$ cat src/rtl/vga_timing_pkg.sv
// Shared VGA 640x480@60 timing constants, capture FSM encoding and address helper.
// Also consumed by the display generator so both sides agree on the raster.
package vga_timing_pkg;

  localparam int H_ACT_START_D = 144;
  localparam int H_ACTIVE_D    = 640;
  localparam int H_LINE_D      = 800;
  localparam int V_ACT_START_D = 35;
  localparam int V_ACTIVE_D    = 480;
  localparam int V_FRAME_D     = 525;

  localparam int HPOS_W  = 11;
  localparam int VPOS_W  = 10;
  localparam int ADDR_W  = 19;
  localparam int COLOR_W = 12;

  typedef enum logic [1:0] {
    IDLE    = 2'd0,
    WAIT_VS = 2'd1,
    CAPTURE = 2'd2,
    DONE    = 2'd3
  } cap_state_e;

  // Linear frame-buffer address of a raster position, wrapped to ADDR_W bits.
  function automatic logic [ADDR_W-1:0] pix_addr(input logic [VPOS_W-1:0] v,
                                                 input logic [HPOS_W-1:0] h,
                                                 input int v0, input int h0,
                                                 input int hact);
    logic [ADDR_W-1:0] dv, dh;
    dv = ADDR_W'(v) - ADDR_W'(v0);
    dh = ADDR_W'(h) - ADDR_W'(h0);
    return dv * ADDR_W'(hact) + dh;
  endfunction

endpackage

$ cat src/rtl/vga_sync_tracker.sv
// Registers hs/vs, detects their falling edges and tracks the raster position
// of the current sample (h_pos/v_pos already reflect this cycle's edges).
module vga_sync_tracker
  import vga_timing_pkg::*;
(
  input  logic              vga_clk,
  input  logic              rst,
  input  logic              hs_i,
  input  logic              vs_i,
  output logic              hs_fall_o,
  output logic              vs_fall_o,
  output logic [HPOS_W-1:0] h_pos_o,
  output logic [VPOS_W-1:0] v_pos_o
);

  logic              hs_q, vs_q;
  logic [HPOS_W-1:0] h_pos_q, h_pos_d;
  logic [VPOS_W-1:0] v_pos_q, v_pos_d;

  assign hs_fall_o = ~hs_i & hs_q;
  assign vs_fall_o = ~vs_i & vs_q;

  always_comb begin
    h_pos_d = (h_pos_q == '1) ? h_pos_q : h_pos_q + HPOS_W'(1);
    if (hs_fall_o) h_pos_d = '0;
    v_pos_d = v_pos_q;
    if (hs_fall_o && (v_pos_q != '1)) v_pos_d = v_pos_q + VPOS_W'(1);
    if (vs_fall_o) v_pos_d = '0;
  end

  always_ff @(posedge vga_clk or negedge rst) begin
    if (!rst) begin
      hs_q    <= 1'b1;
      vs_q    <= 1'b1;
      h_pos_q <= '0;
      v_pos_q <= '0;
    end else begin
      hs_q    <= hs_i;
      vs_q    <= vs_i;
      h_pos_q <= h_pos_d;
      v_pos_q <= v_pos_d;
    end
  end

  assign h_pos_o = h_pos_d;
  assign v_pos_o = v_pos_d;

endmodule

$ cat src/rtl/vga_frame_capture.sv
// Captures one VGA frame into a frame buffer per capture_req, starting at the next vs fall.
// Define VGA_CAP_CHECK_EN to build the sticky line/frame timing checker behind frame_err.
module vga_frame_capture
  import vga_timing_pkg::*;
#(
  parameter int H_ACT_START = H_ACT_START_D,
  parameter int H_ACTIVE    = H_ACTIVE_D,
  parameter int V_ACT_START = V_ACT_START_D,
  parameter int V_ACTIVE    = V_ACTIVE_D,
  parameter int H_LINE      = H_LINE_D,
  parameter int V_FRAME     = V_FRAME_D
) (
  input  logic               vga_clk,
  input  logic               rst,
  input  logic               hs,
  input  logic               vs,
  input  logic [COLOR_W-1:0] vga_color,
  input  logic               capture_req,
  output logic               wr_en,
  output logic [ADDR_W-1:0]  wr_addr,
  output logic [COLOR_W-1:0] wr_data,
  output logic               busy,
  output logic               done,
  output logic               frame_err
);

  localparam logic [HPOS_W-1:0] H_LO   = HPOS_W'(H_ACT_START);
  localparam logic [HPOS_W-1:0] H_HI   = HPOS_W'(H_ACT_START + H_ACTIVE);
  localparam logic [HPOS_W-1:0] H_LAST = HPOS_W'(H_ACT_START + H_ACTIVE - 1);
  localparam logic [VPOS_W-1:0] V_LO   = VPOS_W'(V_ACT_START);
  localparam logic [VPOS_W-1:0] V_HI   = VPOS_W'(V_ACT_START + V_ACTIVE);
  localparam logic [VPOS_W-1:0] V_LAST = VPOS_W'(V_ACT_START + V_ACTIVE - 1);

  logic              hs_fall, vs_fall, active, last_pix;
  logic [HPOS_W-1:0] h_pos;
  logic [VPOS_W-1:0] v_pos;

  cap_state_e         state_q;
  logic               wr_en_q, busy_q, done_q;
  logic [ADDR_W-1:0]  wr_addr_q;
  logic [COLOR_W-1:0] wr_data_q;

  vga_sync_tracker u_trk (
    .vga_clk   (vga_clk),
    .rst       (rst),
    .hs_i      (hs),
    .vs_i      (vs),
    .hs_fall_o (hs_fall),
    .vs_fall_o (vs_fall),
    .h_pos_o   (h_pos),
    .v_pos_o   (v_pos)
  );

  assign active   = (h_pos >= H_LO) && (h_pos < H_HI) && (v_pos >= V_LO) && (v_pos < V_HI);
  assign last_pix = active && (h_pos == H_LAST) && (v_pos == V_LAST);

  // A vs fall while capturing ends the capture early; that sample is not written.
  always_ff @(posedge vga_clk or negedge rst) begin
    if (!rst) begin
      state_q   <= IDLE;
      wr_en_q   <= 1'b0;
      wr_addr_q <= '0;
      wr_data_q <= '0;
      busy_q    <= 1'b0;
      done_q    <= 1'b0;
    end else begin
      wr_en_q <= 1'b0;
      done_q  <= 1'b0;
      case (state_q)
        IDLE: if (capture_req) begin
          state_q <= WAIT_VS;
          busy_q  <= 1'b1;
        end
        WAIT_VS: if (vs_fall) state_q <= CAPTURE;
        CAPTURE: begin
          if (vs_fall) begin
            state_q <= DONE;
            busy_q  <= 1'b0;
          end else if (active) begin
            wr_en_q   <= 1'b1;
            wr_addr_q <= pix_addr(v_pos, h_pos, V_ACT_START, H_ACT_START, H_ACTIVE);
            wr_data_q <= vga_color;
            if (last_pix) begin
              state_q <= DONE;
              busy_q  <= 1'b0;
            end
          end
        end
        DONE: begin
          done_q  <= 1'b1;
          state_q <= IDLE;
        end
        default: state_q <= IDLE;
      endcase
    end
  end

  assign wr_en   = wr_en_q;
  assign wr_addr = wr_addr_q;
  assign wr_data = wr_data_q;
  assign busy    = busy_q;
  assign done    = done_q;

`ifdef VGA_CAP_CHECK_EN
  localparam logic [HPOS_W:0] H_LINE_L  = (HPOS_W+1)'(H_LINE);
  localparam logic [VPOS_W:0] V_FRAME_L = (VPOS_W+1)'(V_FRAME);

  logic [HPOS_W-1:0] h_prev_q;
  logic [VPOS_W-1:0] v_prev_q;
  logic              h_seen_q, v_seen_q, err_q, err_set;

  // Lengths are only judged once a previous edge has been seen since reset.
  always_comb begin
    err_set = 1'b0;
    if (hs_fall && h_seen_q && (({1'b0, h_prev_q} + (HPOS_W+1)'(1)) != H_LINE_L)) err_set = 1'b1;
    if (vs_fall && v_seen_q && (({1'b0, v_prev_q} + (VPOS_W+1)'(1)) != V_FRAME_L)) err_set = 1'b1;
    if ((state_q == CAPTURE) && vs_fall) err_set = 1'b1;
  end

  always_ff @(posedge vga_clk or negedge rst) begin
    if (!rst) begin
      h_prev_q <= '0;
      v_prev_q <= '0;
      h_seen_q <= 1'b0;
      v_seen_q <= 1'b0;
      err_q    <= 1'b0;
    end else begin
      h_prev_q <= h_pos;
      v_prev_q <= v_pos;
      if (hs_fall) h_seen_q <= 1'b1;
      if (vs_fall) v_seen_q <= 1'b1;
      if (err_set) err_q <= 1'b1;
      else if ((state_q == IDLE) && capture_req) err_q <= 1'b0;
    end
  end

  assign frame_err = err_q;
`else
  assign frame_err = 1'b0;
`endif

endmodule

$ cat config.mk
export PLATFORM = sky130hd
export DESIGN_NAME = vga_frame_capture
export DESIGN_NICKNAME = d
export VERILOG_FILES = /design/src/rtl/vga_timing_pkg.sv /design/src/rtl/vga_sync_tracker.sv /design/src/rtl/vga_frame_capture.sv
export SDC_FILE = /design/constraint.sdc
export NUM_CORES = 1
export LEC_CHECK = 0
export ABC_CLOCK_PERIOD_IN_PS = 4100
export CELL_PAD_IN_SITES_DETAIL_PLACEMENT = 1
export CELL_PAD_IN_SITES_GLOBAL_PLACEMENT = 1
export CORE_ASPECT_RATIO = 1.25
export CORE_MARGIN = 8
export CORE_UTILIZATION = 42
export CTS_CLUSTER_DIAMETER = 60
export CTS_CLUSTER_SIZE = 16
export DETAILED_ROUTE_END_ITERATION = 6
export DONT_BUFFER_PORTS = 1
export GPL_TIMING_DRIVEN = 0
export PLACE_DENSITY_LB_ADDON = 0.25
export SYNTH_ARGS = -nofsm -noshare
export SYNTH_HDL_FRONTEND = slang
export SYNTH_SLANG_ARGS = --single-unit
$ cat constraint.sdc
create_clock -name vga_clk -period 4.1 [get_ports vga_clk]
set_input_delay 0.82 -clock vga_clk [delete_from_list [all_inputs] [get_ports vga_clk]]
set_output_delay 0.82 -clock vga_clk [all_outputs]
set_load 0.05 [all_outputs]
==> metrics.yaml <==
status: "finished with violations"
violations: "setup timing"
maxCapViolCount: 0
rsz0062_at_grt: "yes"
cp_num_buf_inv: 3
clk_latency_ps: 330
syn-num-nets: 480
worstPathCellList: "ha_2 -> nand4_1 -> buf_4 -> nor3_4 -> or3_1 -> and2_4 -> and3_4 -> nor2_4 -> o21ai_2 -> ha_4 -> inv_1 -> fa_2 -> inv_2 -> ha_4 -> a21boi_4 -> o21ai_2 -> a21boi_2 -> o21ai_2 -> a21oi_2 -> o21a_1 -> o21a_1 -> o31ai_1"
drv_slew: 0
row_count: 39
timing.fmax_mhz: 225
ant_nets: 0
firstDrtPassIters: 4
r2r-end: "wr_addr[17]$_DFFE_PN0P_"
ios: 52
cts_hold_buf: 0
htree_levels: 3
grt_pass1_wl_um: 18600
area_delta_synth_final_pct: 25.1
grt_pass1_vias: 3678
syn_avg_cell_area_sq_um: 9.39
drive_gt1_frac: 0.297
p_leak_nw: 2.35
final_util: 0.544
port_buffers: 0
drtIter0Drc: 152
core-area_sq_um: 9170
worstRegToRegCells: 22
gr-total-overflow: 0
critical-path-top-delay-family: "compound AO/OA/AOI/OAI gates"
async_flop_share: 1.00
synth_edf_count: 0
end_kind: "flop"
critPathKind: "flop to flop"
hold_slack_ps: 179
tns_ps: -1320
cts_tree: "done"
routedWlPerCell_um: 19.6
gp_congestion: 0.815
drt_wl_total_um: 11600
cts_inserted_buffers: 9
critPathMostFrequentCell: "o21ai_2"
pre_cts_ws_ps: -859
fin_nets: 518
vias: 3374
initial_core_util: 0.435
crit_path_top_delay_cell: "fa_2"
dieHeight_um: 125
synthFlopType: "dfrtp_1"
setup_violations: 5
critPathArrivalTime_ps: 4690
synth-seq-cells: 59
vdd_drop_max_v: 0.000520
timing.rr.start: "u_trk.v_pos_q[1]$_DFF_PN0_"
clock_skew_ps: 6.34
cp_max_fo: 4
post-place-cells: 548
timing.critical_path.required_ps: 4340
drc: 0
cts_num_sinks: 59
synth_area_sq_um: 3990
clk_pin_slew_ps: 60
dpl-instance-area_sq_um: 4280
fin_crit_sh: 1.09
p_total_mw: 3.27
root_buffer: "clkbuf_16"
via_per_inst: 5.71
syn-instance-count: 425
detailed_place_hpwl_um: 7860
die_x_um: 103
power_density_nw_per_um2: 656
layout_min_cycle_time_ps: 4450
cpPeakStageDelay_ps: 570
ys_types: 66
hp-class: "primary input to async pin"
dieArea_sq_um: 12900
rrSetupSlack_ps: -350
grt_util_all_layers: 0.182
yosys_warnings: 0
seq_area_frac_synth: 0.371
tightestPinTransition_ps: 775
hold_viol: 0
diodes: 0
slew_headroom: 0.481
antenna_found_initial: 0
stdcell_area_sq_um: 4990
post_layout_nonfiller_instances: 591
grt_max_degree: 60
fin_ws_ps: -354
crit_path_start_kind: "flop"
max-clock-path-buffers: 2
logic make-up (layout without fill, tap and decap cells):
logic type                 Yosys count  after routing  synth area share
muxes                               22             22            0.0605
xor gates and xnor gates            24             24            0.0527
adders and majority gates           38             38             0.123
AOI/OAI and AO/OA                  101            101             0.176
buffers and inverters               43             86            0.0442
DFF                                 59             59             0.371
other                                1              1          0.000940
and+or+nand+nor                    137            137             0.172
where the power goes:
group / switching, mW / leakage [nW] / internal [mW]
logic: 0.924 / 1.39 / 0.821
registers: 0.0755 / 0.798 / 0.625
clock network: 0.277 / 0.156 / 0.551
total: 1.28 / 2.35 / 2.00
synthesized netlist by cell type (2+ instances only):
cell type | number | share of area
xnor2_1 | 14 | 0.031
o22ai_1 | 2 | 0.0031
a21oi_1 | 16 | 0.020
or4_1 | 3 | 0.0056
o31ai_1 | 11 | 0.021
buf_2 | 3 | 0.0038
nand4_1 | 7 | 0.011
buf_1 | 2 | 0.0019
and4_1 | 4 | 0.0088
o21ai_0 | 23 | 0.029
and3_1 | 6 | 0.0094
nand2b_1 | 4 | 0.0063
o21a_1 | 4 | 0.0075
buf_4 | 3 | 0.0056
a21o_1 | 8 | 0.015
nor2b_1 | 2 | 0.0031
nor2_1 | 27 | 0.025
clkbuf_1 | 4 | 0.0038
o211ai_1 | 2 | 0.0038
a31oi_1 | 6 | 0.0094
nor3_1 | 12 | 0.015
nand2_1 | 48 | 0.045
ha_1 | 36 | 0.11
mux2_2 | 16 | 0.045
o21bai_1 | 3 | 0.0056
dfstp_2 | 2 | 0.013
or3_1 | 2 | 0.0031
a211oi_1 | 2 | 0.0038
inv_1 | 30 | 0.028
mux2i_1 | 5 | 0.013
a21boi_0 | 4 | 0.0075
xor2_1 | 10 | 0.022
fa_1 | 2 | 0.010
o311a_1 | 2 | 0.0050
and2_1 | 4 | 0.0063
nand3_1 | 10 | 0.013
dfrtp_1 | 57 | 0.36
layout make-up:
class,instances,area [sq um]
sequential,59,1480
multi-input combinational,323,2640
inverter,31,116
timing repair buffer,27,203
fill,1065,4190
tap,123,154
clock buffer,11,243
clock inverter,5,85.1
buffer,12,65.1
worst max path at each step:
stage | end | startpoint | slack, ps | cells past startpoint
6_report | wr_addr[17]$_DFFE_PN0P_ | u_trk.v_pos_q[1]$_DFF_PN0_ | -350 | 22
3_5_place_dp | wr_addr[18]$_DFFE_PN0P_ | vs | -860 | 20
4_1_cts | wr_addr[16]$_DFFE_PN0P_ | u_trk.v_pos_q[1]$_DFF_PN0_ | -300 | 23
3_3_place_gp | wr_addr[17]$_DFFE_PN0P_ | hs | -810 | 21
2_1_floorplan | wr_addr[18]$_DFFE_PN0P_ | hs | -390 | 22
5_1_grt | wr_addr[18]$_DFFE_PN0P_ | u_trk.v_pos_q[1]$_DFF_PN0_ | -640 | 24
registers in the layout (all words and copies together) (netlist names):
name and flops:
busy 1, done 1, state_q 2, u_trk.h_pos_q 11, u_trk.hs_q 1, u_trk.v_pos_q 10, u_trk.vs_q 1, wr_addr 19
wr_data 12, wr_en 1
placed cells by master, fill, tap and decap left out, types with 4 or more instances in the layout:
cell type and instances:
and3_1 4, nand2b_1 4, nor2_4 4, xor2_1 9, clkbuf_1 4, a21oi_2 8, o21a_1 4, ha_4 6
a21oi_1 8, xnor2_1 13, and4_1 4, ha_2 4, mux2i_1 5, nor2_1 20, inv_1 24, nand2_1 47
buf_4 31, o21ai_0 17, nand4_1 7, nand3_1 10, clkbuf_16 9, mux2_2 16, nor3_1 8, a21o_1 8
a31oi_1 6, o21ai_2 5, dfrtp_1 55, inv_2 7, o31ai_1 8, ha_1 26
repair_timing:
| item | CTS | global route |
|---|---|---|
| pin swaps | 30 | 8 |
| gates resized for setup | 34 | 13 |
| buffers inserted | 23 | 4 |
| endpoints found under the setup margin | 6 | 13 |
routing by layer:
| layer | vias up | share of wire | track usage |
|---|---|---|---|
| met1 | 1701 | 0.41 | 0.207 |
| met2 | 60 | 0.54 | 0.319 |
| met4 | 0 | 0.014 | 0.0683 |
| met3 | 14 | 0.042 | 0.0400 |
| li1 | 1599 | - | - |
| met5 | - | 0 | 0 |
worst reg2reg max path, cell delays in order, from the launching register on:
cell	delay (ps)
dfrtp_1	380
ha_2	210
nand4_1	120
buf_4	140
nor3_4	40
or3_1	410
and2_4	190
and3_4	190
nor2_4	130
o21ai_2	110
ha_4	290
inv_1	50
fa_2	570
inv_2	40
ha_4	230
a21boi_4	150
o21ai_2	170
a21boi_2	100
o21ai_2	170
a21oi_2	100
o21a_1	200
o21a_1	170
o31ai_1	220
No activity file was read; power rests on OpenSTA's default activity.
